`src/rtl/instruction_fetch.sv`:
```
// Instruction fetch front end: sequential PC generation, imem request/response, decode-facing buffer.
// Latency: request issued the cycle after reset/redirect; response visible to decode one edge after it returns.
// Backpressure: credit of FIFO_DEPTH shared by in-flight requests and buffered words; decode stalls hold fetch.

module instruction_fetch_fifo #(
    parameter int W     = 64,
    parameter int DEPTH = 2
) (
    input  logic                       clk,
    input  logic                       reset,
    input  logic                       clear,
    input  logic                       push_vld,
    input  logic [W-1:0]               push_dat,
    input  logic                       pop_rdy,
    output logic                       out_vld,
    output logic [W-1:0]               out_dat,
    output logic [$clog2(DEPTH):0]     count
);
    localparam int AW = $clog2(DEPTH);
    localparam int CW = AW + 1;

    logic [W-1:0]  mem [DEPTH];
    logic [AW-1:0] wr_ptr;
    logic [AW-1:0] rd_ptr;
    logic          pop;

    assign pop     = pop_rdy && (count != '0);
    assign out_vld = (count != '0);
    assign out_dat = mem[rd_ptr];

    always_ff @(posedge clk) begin
        if (reset) begin
            for (int i = 0; i < DEPTH; i++) begin
                mem[i] <= '0;
            end
            wr_ptr <= '0;
            rd_ptr <= '0;
            count  <= '0;
        end else if (clear) begin
            wr_ptr <= '0;
            rd_ptr <= '0;
            count  <= '0;
        end else begin
            if (push_vld) begin
                mem[wr_ptr] <= push_dat;
                wr_ptr      <= wr_ptr + AW'(1);
            end
            if (pop) begin
                rd_ptr <= rd_ptr + AW'(1);
            end
            count <= count + CW'(push_vld) - CW'(pop);
        end
    end
endmodule

module instruction_fetch #(
    parameter logic [31:0] RESET_PC   = 32'h0000_0000,
    parameter int          FIFO_DEPTH = 2
) (
    input  logic        clk,
    input  logic        reset,
    input  logic        redirect_valid,
    input  logic [31:0] redirect_pc,
    output logic        imem_req_valid,
    input  logic        imem_req_ready,
    output logic [31:0] imem_req_addr,
    input  logic        imem_rsp_valid,
    input  logic [31:0] imem_rsp_data,
    output logic        inst_valid,
    input  logic        inst_ready,
    output logic [31:0] instruction,
    output logic [31:0] inst_pc
);
    localparam int CW = $clog2(FIFO_DEPTH) + 1;

    logic [31:0]   fetch_pc;
    logic [31:0]   rsp_pc;
    logic [31:0]   target_pc;
    logic [CW-1:0] inflight;
    logic [CW-1:0] drop;
    logic [CW-1:0] fifo_count;
    logic [CW:0]   credit_used;
    logic          req_fire;
    logic          rsp_fire;
    logic          push;

    // Buffered words count against the credit so every in-flight word has a slot waiting.
    assign credit_used    = {1'b0, inflight} + {1'b0, fifo_count};
    assign imem_req_valid = !reset && !redirect_valid && (credit_used < (CW+1)'(FIFO_DEPTH));
    assign imem_req_addr  = fetch_pc;

    assign req_fire  = imem_req_valid && imem_req_ready;
    assign rsp_fire  = imem_rsp_valid && (inflight != '0);
    assign push      = rsp_fire && (drop == '0) && !redirect_valid;
    assign target_pc = {redirect_pc[31:2], 2'b00};

    always_ff @(posedge clk) begin
        if (reset) begin
            fetch_pc <= RESET_PC;
            rsp_pc   <= RESET_PC;
            inflight <= '0;
            drop     <= '0;
        end else begin
            inflight <= inflight + CW'(req_fire) - CW'(rsp_fire);
            if (redirect_valid) begin
                fetch_pc <= target_pc;
                rsp_pc   <= target_pc;
                drop     <= inflight - CW'(rsp_fire);
            end else begin
                if (req_fire) begin
                    fetch_pc <= fetch_pc + 32'd4;
                end
                if (rsp_fire) begin
                    if (drop != '0) begin
                        drop <= drop - CW'(1);
                    end else begin
                        rsp_pc <= rsp_pc + 32'd4;
                    end
                end
            end
        end
    end

    instruction_fetch_fifo #(
        .W     (64),
        .DEPTH (FIFO_DEPTH)
    ) u_buf (
        .clk      (clk),
        .reset    (reset),
        .clear    (redirect_valid),
        .push_vld (push),
        .push_dat ({imem_rsp_data, rsp_pc}),
        .pop_rdy  (inst_ready),
        .out_vld  (inst_valid),
        .out_dat  ({instruction, inst_pc}),
        .count    (fifo_count)
    );
endmodule

```
`config.mk`:
```
export PLATFORM = sky130hd
export DESIGN_NAME = instruction_fetch
export DESIGN_NICKNAME = d
export VERILOG_FILES = /design/src/rtl/instruction_fetch.sv
export SDC_FILE = /design/constraint.sdc
export NUM_CORES = 1
export LEC_CHECK = 0
export ABC_AREA = 1
export CAP_MARGIN = 30
export CORE_ASPECT_RATIO = 0.9
export CORE_MARGIN = 4
export CORE_UTILIZATION = 46
export DETAILED_ROUTE_END_ITERATION = 16
export PLACE_DENSITY = 0.79
export SYNTH_ARGS = -nofsm -noshare
export SYNTH_HDL_FRONTEND = slang
export SYNTH_SLANG_ARGS = --single-unit
```
`constraint.sdc`:
```
create_clock -name clk -period 5.5 [get_ports clk]
set_clock_uncertainty 0.05 [all_clocks]
set_input_delay 0.825 -clock clk [delete_from_list [all_inputs] [get_ports clk]]
set_output_delay 0.825 -clock clk [all_outputs]
set_load 0.005 [all_outputs]
```
# --- Yosys cells after proc, flatten, opt, wreduce, memory -nomap -nowiden ---
# Memory sizes are Yosys's and may differ from the RTL's. A register that Yosys moved wholly into a read port is not among the register bits.
# Index checks and enable logic that the tools add are counted.
totals:
  latch_bits: 0
  n_memories: 1
  out_inout_bits: 98
  wordCells: 64
  input_bits: 70
  romBits: 0
  ramBits: 128
  reg_bits: 72
classes:
  magnitude_cmp: 1
  n_eq_ne: 1
  div_mod_pow: 0
  muxes: 19
  reduce_logical: 21
  multipliers: 0
  addsub: 11
  n_bitwise: 1
  shifts: 0
memory_table:
  columns: ["memory", "words", "width", "read_ports", "rd_clocked_by_memory_dff", "wr", "line_no", "rtl"]
  rows:
  - ["u_buf.mem", 2, 64, 1, 1, 2, "22", "logic [W-1:0] mem [DEPTH];"]
op_table:
  columns: ["operator", "n"]
  rows:
  - ["2-to-1 mux 32 bit", 5]
  - ["adder 32 x 3 -> 32 bit (second input constant)", 2]
  - ["2-to-1 mux 64 bit", 1]
  - ["OR reduction 64 bit", 1]
  - ["nonzero test 2 bit", 6]
  - ["2-to-1 mux 1 bit", 10]
  - ["logical AND 1 bit", 7]
  - ["2-to-1 mux 2 bit", 3]
  - ["AND reduction 2 bit", 3]
  - ["subtractor 2 x 1 -> 2 bit", 3]
  - ["adder 2 x 1 -> 2 bit", 2]
  - ["adder 2 x 2 -> 3 bit", 1]
  - ["< comparator 3 x 2 -> 1 bit (second input constant)", 1]
  - ["adder 1 bit (second input constant)", 2]
  - ["logical NOT 1 bit", 2]
  - ["logical NOT 2 bit", 1]
  - ["!= test 2 bit (second input constant)", 1]
  - ["OR reduction 2 bit", 1]
  - ["subtractor 2 x 1 -> 2 bit (second input constant)", 1]
  - ["NOT 1 bit", 1]

# --- Logic depth before layout (Yosys ltp) ---
logic_depth:
  depth_word: 10
  depth_mapped: 12
  ltp_nobuf: 11

# --- Modules after synthesis ---
# From an unflattened synthesis, not the netlist that was laid out.
unflattened:
  hier_cells: 1185
  hier_area_um2: 10283.6
by_module_without_submodules:
  columns: ["mod", "seq_area_each_um2", "n_inst", "area_per_inst_um2", "cells_per_inst"]
  rows:
  - ["instruction_fetch_fifo", 3943.8, 1, 5725.5, 443]
  - ["instruction_fetch", 1281.2, 1, 4558.1, 742]

# --- Worst setup path after synthesis ---
# No wires, ideal clock.
synth_timing:
  path_type: "input to register"
  from: "in imem_rsp_valid"
  to: "mem u_buf.mem[1][10], enable pin"
  t_arrival_ps: 2854
  path_buffers: 1
  required_time_ps: 5029
  cell_stages: 5
  setup_time_ps: 421
  slack_ps: 2174
  cell_sequence: "o21ai_2 nor2_4 nand3_1 clkbuf_1 nand2_1"
synth_rtl:
  columns: ["item", "line_no", "rtl"]
  rows:
  - ["from (decl)", "67", "input logic imem_rsp_valid,"]
  - ["to (decl)", "22", null]

==> parameters.txt <==
Parameter                              Value

Global route
  Largest net degree at the start of global routing ... 63
  GR Overflow Total ... 0
  Global-route usage over all layers ... 0.210
  Wire length of the first global-routing pass ... between 40000 and 50000 um
  Antenna violations before repair ... 0
  Number of global-route vias before repair ... 7934

Placed design
  Final RePlAce weighted congestion ... 0.956
  Number of input and output port buffers inserted ... 161
  DPL Wire Length ... 17500 um

Clock tree
  Htree depth ... 4
  Worst-skew pair later-pin latency ... 440 ps
  Number of clock sinks seen by CTS ... 193
  Resize count post-CTS ... 0
  Clock transition at the register clock pins on the worst setup and hold paths after CTS ... 70 ps
  Bufs on Longest Clock Path ... 2
  Total setup buffers inserted after CTS ... 0
  Clock Tree Root ... sky130_fd_sc_hd__clkbuf_16
  Hold-fix buffers at CTS ... 0
  TritonCTS clock tree ... done
  Inserted Clock Buffers ... 17

Timing
  Final hold violation count ... 0
  Pins over their slew limit ... 0
  Setup TNS after final layout ... 0 ps
  Max Clk Rate ... 277 MHz
  Worst Max-Slew Pin Slew ... 1000 ps
  Final setup vio count ... 0
  Unrepaired setup endpoints after global routing ... no
  Period Utilization, post-route ... 0.657
  Shortest clock period the worst path allows after layout ... 3610 ps
  Worst slew margin relative to its limit ... 0.330

Yosys
  Share of Yosys cell area claimed by the top area cell type ... 0.380
  Synth area leaders ... sky130_fd_sc_hd__edfxtp_1, sky130_fd_sc_hd__dfxtp_1, sky130_fd_sc_hd__nand2_1
  Most frequent cell after synthesis ... sky130_fd_sc_hd__nand2_1
  Library cell with the largest summed area after synthesis ... sky130_fd_sc_hd__edfxtp_1
  Mapped Cells ... 1161
  Number of enable flip-flop cells after synthesis ... between 100 and 150
  Warnings, synthesis ... 0
  Number of distinct library cell variants in the gate-level netlist after synthesis ... 34
  Fraction of registers with async set or reset after synthesis ... 0
  Share of synthesized area occupied by flip-flops and latches ... 0.521
  Mean instance size in the synthesized netlist ... approximately 8.4 um^2
  Flop and latch count out of synthesis ... 193
  Combined area of all synthesized cells ... 9790 um^2
  Ranking of synthesized cells by instance count ... sky130_fd_sc_hd__nand2_1, sky130_fd_sc_hd__nor2_1, sky130_fd_sc_hd__inv_1
  Main flop type after synthesis ... sky130_fd_sc_hd__edfxtp_1

Pwr
  Total chip power ... 3.51 mW
  Share of power burned in the clock network ... 0.344
  Pwr dens ... ~290 nW/um^2
  Int Pwr ... 2.52 mW
  Combinational share of power ... 0.164
  Net switching share of the total power ... 0.282
  Flop pwr share ... 0.493
  Static leakage power ... 4.73 nW
  NetSw ... 0.992 mW
  Worst-case vdd ir drop ... 0.203 mV

Final layout
  Register area ... a little over 5000 um^2
  Layout overhead on the synthesized area ... 24.4%
  Filler instances ... 1845
  Number of diodes added for antenna fixing ... 0
  Area of the multi-input gates ... 3930 um^2
  Post-layout nets ... 1384
  Fraction of final layout cells with drive strength greater than 1 ... 0.0926

Routing
  Routed wire length ... 25300 um
  Via-per-instance ratio ... 5.17
  Routed WL per cell ... 15.8 um
  First-pass iteration count of the detailed router ... 5
  Total number of vias ... 8291
  Count of antenna-violating nets left after detailed routing ... 0
  Detailed router's first-iteration violation count ... 828
  Post-route DRC violation count ... 0

Die
  Die extent in y ... 146 um
  Core area ... about 21000 um^2
  Area enclosed by the die boundary ... 23700 um^2
  Number of I/O pins ... 168
  Placement row count ... 50
  Die extent in x ... 162 um
  Effective utilization at floorplan ... 0.469

Worst setup path
  Category of the critical setup timing path ... register to output port
  Worst r2r path cells ... 9
  Setup crit start kind ... register
  Critical R2R Capture ... u_buf.mem[0][40]
  Setup crit end kind ... output port
  Reg-to-Reg Start ... drop[0]
  Register-to-register path setup slack ... 2670 ps
  Top fanout value on the critical path ... 33
  Worst endpoint required time ... between 4000 and 5000 ps
  Critical Path AT ... 2740 ps

Hold path
  Hold Path Class ... register to register
  Hold path depth ... 1
  Start point of the worst min-delay path ... u_buf.rd_ptr

Job
  Number of max-cap violations ... 0

Run status
  Result of the run ... finished clean
-- layout by cell type (no fill, tap or decap), types with 5 or more instances in the layout --
| cell type | count |
|---|---|
| sky130_fd_sc_hd__inv_1 | 149 |
| sky130_fd_sc_hd__a31oi_1 | 7 |
| sky130_fd_sc_hd__and2_1 | 5 |
| sky130_fd_sc_hd__nand3_1 | 64 |
| sky130_fd_sc_hd__nand4_1 | 6 |
| sky130_fd_sc_hd__o211ai_1 | 7 |
| sky130_fd_sc_hd__inv_8 | 9 |
| sky130_fd_sc_hd__nor2_2 | 5 |
| sky130_fd_sc_hd__o21ai_0 | 51 |
| sky130_fd_sc_hd__nor2_1 | 209 |
| sky130_fd_sc_hd__xor2_1 | 8 |
| sky130_fd_sc_hd__a21oi_1 | 67 |
| sky130_fd_sc_hd__dfxtp_1 | 68 |
| sky130_fd_sc_hd__buf_4 | 7 |
| sky130_fd_sc_hd__mux2_2 | 62 |
| sky130_fd_sc_hd__nand2_1 | 244 |
| sky130_fd_sc_hd__clkdlybuf4s50_1 | 160 |
| sky130_fd_sc_hd__edfxtp_1 | 124 |
| sky130_fd_sc_hd__ha_1 | 8 |
| sky130_fd_sc_hd__clkbuf_16 | 17 |
-- cell type report --
class / count / share of cell area
timing repair buffer: 168 / 0.136
sequential: 193 / 0.419
clock inverter: 14 / 0.0114
clock buffer: 17 / 0.0349
inverter: 151 / 0.0465
multi-input combinational: 774 / 0.323
tap: 286 / 0.0294
-- layer usage --
layer / vias up / track usage / routed length [um]
li1: 4045 / - / -
met2: 361 / 0.331 / 11400
met5: - / 0 / 0
met3: 24 / 0.0494 / 2300
met4: 0 / 0.0427 / 271
met1: 3861 / 0.300 / 11300
-- state kept, by name, summed over array words and instances (netlist names), named ones only --
| name | count |
|---|---|
| rsp_pc | 30 |
| drop | 2 |
| u_buf.mem | 124 |
| imem_req_addr | 30 |
| u_buf.wr_ptr | 1 |
| inflight | 2 |
| u_buf.count | 2 |
| u_buf.rd_ptr | 1 |
-- power by group through the flow --
stage          Clock, mW  Combinational (mW)  Sequential, mW
6_report            1.21               0.575            1.73
5_1_grt             1.27               0.635            1.74
4_1_cts             1.22               0.576            1.73
3_5_place_dp           0               0.572            1.76
3_3_place_gp           0               0.558            1.76
2_1_floorplan          0               0.313            1.74
-- logic make-up (layout without fill, tap and decap cells) --
kind of cell | after synthesis | in the layout | share of synthesized area
adder cells (fa/ha/maj) | 9 | 9 | 0.0123
other | 1 | 4 | 0.000383
XOR/XNOR | 12 | 12 | 0.0107
AO/OA/AOI/OAI | 139 | 139 | 0.0753
flip-flops | 193 | 193 | 0.521
multiplexers | 62 | 62 | 0.0713
buffers and inverters | 197 | 350 | 0.0795
AND/OR/NAND/NOR | 548 | 548 | 0.229
-- critical path, cell delays in order (launching register included) --
cell	delay [ps]
sky130_fd_sc_hd__dfxtp_2	870
sky130_fd_sc_hd__buf_4	510
sky130_fd_sc_hd__mux2_2	390
sky130_fd_sc_hd__clkdlybuf4s50_1	500
-- stage by stage --
step | utilization | std cells | cell area [um^2] | hold WS, ps | setup slack, ps
global placement | 0.556 | 1572 | 11600 | 382 | 1720
detailed placement | 0.556 | 1572 | 11600 | 385 | 1680
CTS | 0.583 | 1603 | 12200 | 396 | 1840
finish | 0.583 | 1603 | 12200 | 402 | 1890
floorplan | - | 1164 | 9800 | 376 | 2170
global route | 0.583 | 1603 | 12200 | 430 | 1740
-- worst max path at each step --
stage                       endpoint  cells after the start      startpoint  slack [ps]
CTS                  instruction[16]                      3        register        1840
floorplan           u_buf.mem[1][10]                      5  imem_rsp_valid        2170
global placement    u_buf.mem[0][33]                      5           reset        1720
global route             inst_pc[10]                      3        register        1740
finish                   inst_pc[10]                      3        register        1890
detailed placement  u_buf.mem[0][46]                      5           reset        1680
Note: power is estimated with default switching activity, not from simulation.
